<file path="config.mk">
export PLATFORM = sky130hd
export DESIGN_NAME = phy_mgmt_arb
export DESIGN_NICKNAME = d
export VERILOG_FILES = /design/src/rtl/phy_mgmt_arb.sv
export SDC_FILE = /design/constraint.sdc
export NUM_CORES = 1
export LEC_CHECK = 0
export CORE_ASPECT_RATIO = 0.7
export CORE_UTILIZATION = 44
export CTS_BUF_LIST = sky130_fd_sc_hd__clkbuf_8
export DETAILED_ROUTE_END_ITERATION = 8
export PLACE_DENSITY = 0.79
export SLEW_MARGIN = 10
export SYNTH_ARGS = -nofsm -noshare
export SYNTH_HDL_FRONTEND = slang
export SYNTH_SLANG_ARGS = --single-unit
</file>
<file path="constraint.sdc">
create_clock -name i_clk -period 1.6 [get_ports i_clk]
set_input_delay 0.16 -clock i_clk [delete_from_list [all_inputs] [get_ports i_clk]]
set_output_delay 0.16 -clock i_clk [all_outputs]
set_load 0.02 [all_outputs]
</file>
<file path="src/rtl/phy_mgmt_arb.sv">
// phy_mgmt_arb: round-robin arbiter sharing one PHY management engine between two
// requesters, with per-transaction timeout supervision and per-port completion.
module phy_mgmt_arb #(
  parameter int TIMEOUT_CYCLES = 4096,
  parameter int CNT_W          = 13
) (
  input  logic        i_clk,
  input  logic        i_rst_n,
  input  logic        i_req0_request,
  input  logic [4:0]  i_req0_addr,
  input  logic        i_req0_rdwn,
  input  logic [31:0] i_req0_wr_data,
  output logic        o_req0_done,
  output logic [31:0] o_req0_rd_data,
  output logic        o_req0_err,
  output logic        o_req0_busy,
  input  logic        i_req1_request,
  input  logic [4:0]  i_req1_addr,
  input  logic        i_req1_rdwn,
  input  logic [31:0] i_req1_wr_data,
  output logic        o_req1_done,
  output logic [31:0] o_req1_rd_data,
  output logic        o_req1_err,
  output logic        o_req1_busy,
  output logic        o_phy_request,
  output logic [4:0]  o_phy_addr,
  output logic        o_phy_rdwn,
  output logic [31:0] o_phy_wr_data,
  input  logic        i_phy_done,
  input  logic [31:0] i_phy_rd_data,
  output logic [1:0]  o_grant
);
  localparam logic [1:0] IDLE  = 2'd0;
  localparam logic [1:0] ISSUE = 2'd1;
  localparam logic [1:0] WAIT  = 2'd2;
  localparam logic [1:0] RESP  = 2'd3;
  localparam logic [CNT_W-1:0] TMO = CNT_W'(TIMEOUT_CYCLES);

  logic [1:0]       state_q, state_d, pend_q, pend_d, grant_q, grant_d, acc, req_in, rdwn_in, rdwn_q;
  logic             last_q, last_d, win, done_ev, tmo_ev;
  logic [CNT_W-1:0] cnt_q, cnt_d;
  logic [4:0]       addr_in [2];
  logic [4:0]       addr_q [2];
  logic [31:0]      wdata_in [2];
  logic [31:0]      wdata_q [2];
  logic             phy_req_q, phy_req_d, phy_rdwn_q, phy_rdwn_d, rsp_err_q, rsp_err_d;
  logic [4:0]       phy_addr_q, phy_addr_d;
  logic [31:0]      phy_wdata_q, phy_wdata_d, rsp_rd_q, rsp_rd_d;

  assign req_in      = {i_req1_request, i_req0_request};
  assign rdwn_in     = {i_req1_rdwn, i_req0_rdwn};
  assign addr_in[0]  = i_req0_addr;
  assign addr_in[1]  = i_req1_addr;
  assign wdata_in[0] = i_req0_wr_data;
  assign wdata_in[1] = i_req1_wr_data;

  always_comb begin
    // the owner may re-arm during its own RESP cycle; the set below overrides the clear
    acc         = req_in & (~pend_q | ((state_q == RESP) ? grant_q : 2'b00));
    win         = pend_q[1] & (~pend_q[0] | ~last_q);
    done_ev     = ((state_q == ISSUE) || (state_q == WAIT)) && i_phy_done;
    tmo_ev      = (state_q == WAIT) && !i_phy_done && (cnt_q == TMO);
    state_d     = state_q;
    pend_d      = pend_q;
    last_d      = last_q;
    grant_d     = grant_q;
    cnt_d       = cnt_q;
    phy_req_d   = 1'b0;
    phy_addr_d  = phy_addr_q;
    phy_rdwn_d  = phy_rdwn_q;
    phy_wdata_d = phy_wdata_q;
    rsp_rd_d    = '0;
    rsp_err_d   = 1'b0;
    case (state_q)
      IDLE: if (|pend_q) begin
        state_d     = ISSUE;
        phy_req_d   = 1'b1;
        grant_d     = win ? 2'b10 : 2'b01;
        phy_addr_d  = addr_q[win];
        phy_rdwn_d  = rdwn_q[win];
        phy_wdata_d = wdata_q[win];
        cnt_d       = '0;
      end
      ISSUE, WAIT: begin
        cnt_d = cnt_q + 1'b1;
        if (done_ev) begin
          state_d  = RESP;
          rsp_rd_d = i_phy_rd_data;
        end else if (tmo_ev) begin
          state_d   = RESP;
          rsp_rd_d  = '1;
          rsp_err_d = 1'b1;
        end else begin
          state_d = WAIT;
        end
      end
      default: begin
        state_d     = IDLE;
        pend_d      = pend_q & ~grant_q;
        last_d      = grant_q[1];
        grant_d     = 2'b00;
        phy_addr_d  = '0;
        phy_rdwn_d  = 1'b0;
        phy_wdata_d = '0;
      end
    endcase
    pend_d = pend_d | acc;
  end

  always_ff @(posedge i_clk or negedge i_rst_n) begin
    if (!i_rst_n) begin
      state_q     <= IDLE;
      pend_q      <= '0;
      last_q      <= 1'b1;
      grant_q     <= '0;
      cnt_q       <= '0;
      phy_req_q   <= 1'b0;
      phy_addr_q  <= '0;
      phy_rdwn_q  <= 1'b0;
      phy_wdata_q <= '0;
      rsp_rd_q    <= '0;
      rsp_err_q   <= 1'b0;
      rdwn_q      <= '0;
      addr_q[0]   <= '0;
      addr_q[1]   <= '0;
      wdata_q[0]  <= '0;
      wdata_q[1]  <= '0;
    end else begin
      state_q     <= state_d;
      pend_q      <= pend_d;
      last_q      <= last_d;
      grant_q     <= grant_d;
      cnt_q       <= cnt_d;
      phy_req_q   <= phy_req_d;
      phy_addr_q  <= phy_addr_d;
      phy_rdwn_q  <= phy_rdwn_d;
      phy_wdata_q <= phy_wdata_d;
      rsp_rd_q    <= rsp_rd_d;
      rsp_err_q   <= rsp_err_d;
      for (int k = 0; k < 2; k++) begin
        if (acc[k]) begin
          addr_q[k]  <= addr_in[k];
          rdwn_q[k]  <= rdwn_in[k];
          wdata_q[k] <= wdata_in[k];
        end
      end
    end
  end

  assign o_phy_request  = phy_req_q;
  assign o_phy_addr     = phy_addr_q;
  assign o_phy_rdwn     = phy_rdwn_q;
  assign o_phy_wr_data  = phy_wdata_q;
  assign o_grant        = grant_q;
  assign o_req0_busy    = pend_q[0];
  assign o_req1_busy    = pend_q[1];
  assign o_req0_done    = (state_q == RESP) & grant_q[0];
  assign o_req1_done    = (state_q == RESP) & grant_q[1];
  assign o_req0_rd_data = grant_q[0] ? rsp_rd_q : '0;
  assign o_req1_rd_data = grant_q[1] ? rsp_rd_q : '0;
  assign o_req0_err     = rsp_err_q & grant_q[0];
  assign o_req1_err     = rsp_err_q & grant_q[1];
endmodule

</file>
==> impl_results.md <==
* Post-DP HPWL at 13390 microns
* Routed vias at 5729
* Leak pwr at 0.005579 uW
* Clock Latency Late Sink at 0.46 ns
* Max Cap Viol at 0
* Routed wire length at 21770 microns
* Cell row count at 38
* Startpoint Class: register
* Tightest Pin Transition at 0.5081 ns
* Net Count, Synth at 677
* Critical path type: reg2reg
* Layout cells sized above 1 at 0.4276
* Critical Path Source: state_q[0]$_DFFE_PN0N_
* First drt pass iteration count at 5
* Critical-path maximum fanout at 14
* PortBufs at 223
* Worst-path clk slew at 0.08 ns
* Ant diodes at 0
* Asr flop ratio synth at 1.000
* Setup_tns at -11.61 ns
* Seq/Total Area, Yosys at 0.5786
* RSZ-0062 raised after global routing: true
* Routability cong. at 0.8643
* Violated checks: setup timing
* Setup WS post-layout at -0.1869 ns
* Clock sinks at 168
* Reg2reg end: o_phy_wr_data[20]$_DFFE_PN0P_
* Seq cells post-synth at 168
* H-tree Lvls at 4
* VDD IR-drop max at 0.0008869 V
* Fin. Hold Viols at 0
* Synth Flop Type: dfrtp_1
* Post-layout util at 0.7031
* Worst Reg2Reg Path Length in Cells at 7
* Overall Global Routing Usage at 0.2471
* First-pass GRT wire length at 31420 microns
* Final period util at 1.117
* Final worst path period need at 1.787 ns
* Total power at 17620 uW
* Routed wire length per instance at 20.50 microns
* CTS tree: built
* EDFF count, synth at 0
* Clock buffer depth at 2
* Max_slew headroom at 0.6569
* Outcome: finished with violations
* FF-to-FF setup slack at -0.19 ns
* Fmax at 559.6 MHz
* Detail Route Antenna Nets at 0
* Final Setup Violations at 110
* Mapped Area at 7268 sq um
* Most common cell after layout, fill and taps aside: dfrtp_1
* Pins Over Slew Limit at 0
* Vias in the first global route at 5798
* Core Area at 15830 sq um
* Cts bufs inserted at 17
* Power Density at 1583 nW/um^2
* Die W at 155.6 microns
* Crit end category: register
* Area grow syn2layout at 53.16%
* Design Area, Final at 11130 sq um
* Arrival @ worst endpoint at 2.17 ns
* Die height at 109.5 microns
* Placed Cells at 1000
* Total grt overflow at 0
* Initial Util at 0.4591
* Largest net degree at the start of global routing at 49
* Synth warnings at 0
* Post-DR vias/cell at 5.395
* Synthesized area per cell at 13.00 sq um
* Residual DRC count at 0
* Die ar. at 17040 sq um
* Reg2reg start: state_q[0]$_DFFE_PN0N_
* Clock skew at 0.01015 ns
* Most frequent cells in the layout: 162 x dfrtp_1, 111 x clkdlybuf4s50_1, 63 x and2_1, 54 x mux2_2, 42 x and2_4
* Library cells used by synthesis at 50
* Critical Path Sink: o_phy_wr_data[20]$_DFFE_PN0P_
* Required @ worst endpoint at 1.99 ns
* Mapped Cells at 559
* NumNets Final at 948
* Number of placed I/O pins at 224
* Root buf cell: clkbuf_8
* HP Class: in2async
* Initial antenna violation count at 0
* Final cell count without fillers at 1062
* DP Area at 10050 sq um
* First DRT Iteration DRCs at 346
## cell families (layout without fill, tap and decap cells)
kind of cell / Yosys count / in the layout / synth area share
adders and majority gates: 5 / 5 / 0.008607
buffers and inverters: 48 / 330 / 0.03736
xor gates and xnor gates: 4 / 4 / 0.004821
AOI/OAI and AO/OA: 96 / 96 / 0.1160
muxes: 77 / 77 / 0.1193
DFF: 168 / 168 / 0.5786
and+or+nand+nor: 161 / 162 / 0.1353
## sequential cells by signal, indices dropped and copies added (netlist names), 5 cells and up
name / flops
addr_q: 10
cnt_q: 13
o_phy_addr: 5
o_phy_wr_data: 32
rsp_rd_q: 32
wdata_q: 64
## how the worst min path moves through the flow
stage,from,to,slack (ns),cells past startpoint
after CTS,i_rst_n,rsp_rd_q[6]$_DFF_PN0_,0.16,2
final,i_rst_n,rsp_rd_q[6]$_DFF_PN0_,0.17,2
after floorplan,i_rst_n,addr_q[0]$_DFFE_PN0P_,-0.14,0
after global routing,i_rst_n,rsp_rd_q[6]$_DFF_PN0_,0.18,2
after global placement,i_rst_n,rsp_rd_q[5]$_DFF_PN0_,0.09,1
after detailed placement,i_rst_n,rsp_rd_q[6]$_DFF_PN0_,0.1,1
## Yosys cell counts (2+ instances only)
cell type | n | area share
a21o_1 | 2 | 0.0021
a21oi_2 | 3 | 0.0036
a221o_1 | 38 | 0.052
a22o_1 | 2 | 0.0024
a31o_2 | 31 | 0.037
and2_0 | 3 | 0.0026
and2_1 | 102 | 0.088
buf_2 | 10 | 0.0069
buf_4 | 7 | 0.0072
buf_6 | 7 | 0.011
clkbuf_1 | 16 | 0.0083
dfrtp_1 | 167 | 0.57
ha_1 | 5 | 0.0086
inv_1 | 8 | 0.0041
mux2_2 | 77 | 0.12
nand2_1 | 17 | 0.0088
nand2b_1 | 2 | 0.0017
nand3_1 | 6 | 0.0041
nand4_1 | 5 | 0.0043
nor2_1 | 6 | 0.0031
nor2b_1 | 3 | 0.0026
nor3b_1 | 2 | 0.0021
nor4_1 | 2 | 0.0017
o21ai_0 | 9 | 0.0062
o31ai_1 | 2 | 0.0021
xor2_1 | 3 | 0.0036
## per-stage QoR
step	setup slack (ns)	hold slack [ns]
CTS	-0.1574	0.1613
detailed placement	-0.1484	0.09845
finish	-0.1869	0.1740
global route	-0.2043	0.1823
floorplan	-0.02041	-0.1356
global placement	-0.09115	0.09015
## layer usage
layer | track usage | share of wire | vias up
met2 | 0.3988 | 0.49 | 197
li1 | - | - | 2543
met5 | 0 | 0 | -
met3 | 0.05006 | 0.049 | 13
met1 | 0.3392 | 0.46 | 2976
met4 | 0.07703 | 0.0088 | 0
## worst max-delay path, stage by stage (launching register included)
cell and delay, ns:
dfrtp_2 0.46, inv_2 0.10, ha_4 0.14, or3b_4 0.41, nand2b_4 0.16, buf_12 0.16, and2_1 0.14, a221o_1 0.13
## where the power goes
| group | total (uW) | switching [uW] | internal (uW) |
|---|---|---|---|
| registers | 6410 | 808 | 5600 |
| logic | 8000 | 3740 | 4260 |
| clock network | 3210 | 1550 | 1670 |
| total | 17600 | 6090 | 11500 |
## final cells by class
cell class              count  area (sq um)
fillers                  1068          4701
well taps                 220         275.3
flip-flops and latches    168          4212
repair buffers            291          2998
clock buffers              20         275.3
inverters                   8         30.03
clock inverters            11         146.4
multi-input cells         344          3196
## timing repair
item | in CTS | in global routing
buffers inserted | 12 | 6
pin swaps | 29 | 42
cloned | 7 | 7
setup endpoints to repair | 266 | 199
hold endpoints to repair | 168 | 0
resized for setup | 359 | 147
hold buffers | 1 | 0
No activity file was read; power rests on OpenSTA's default activity.
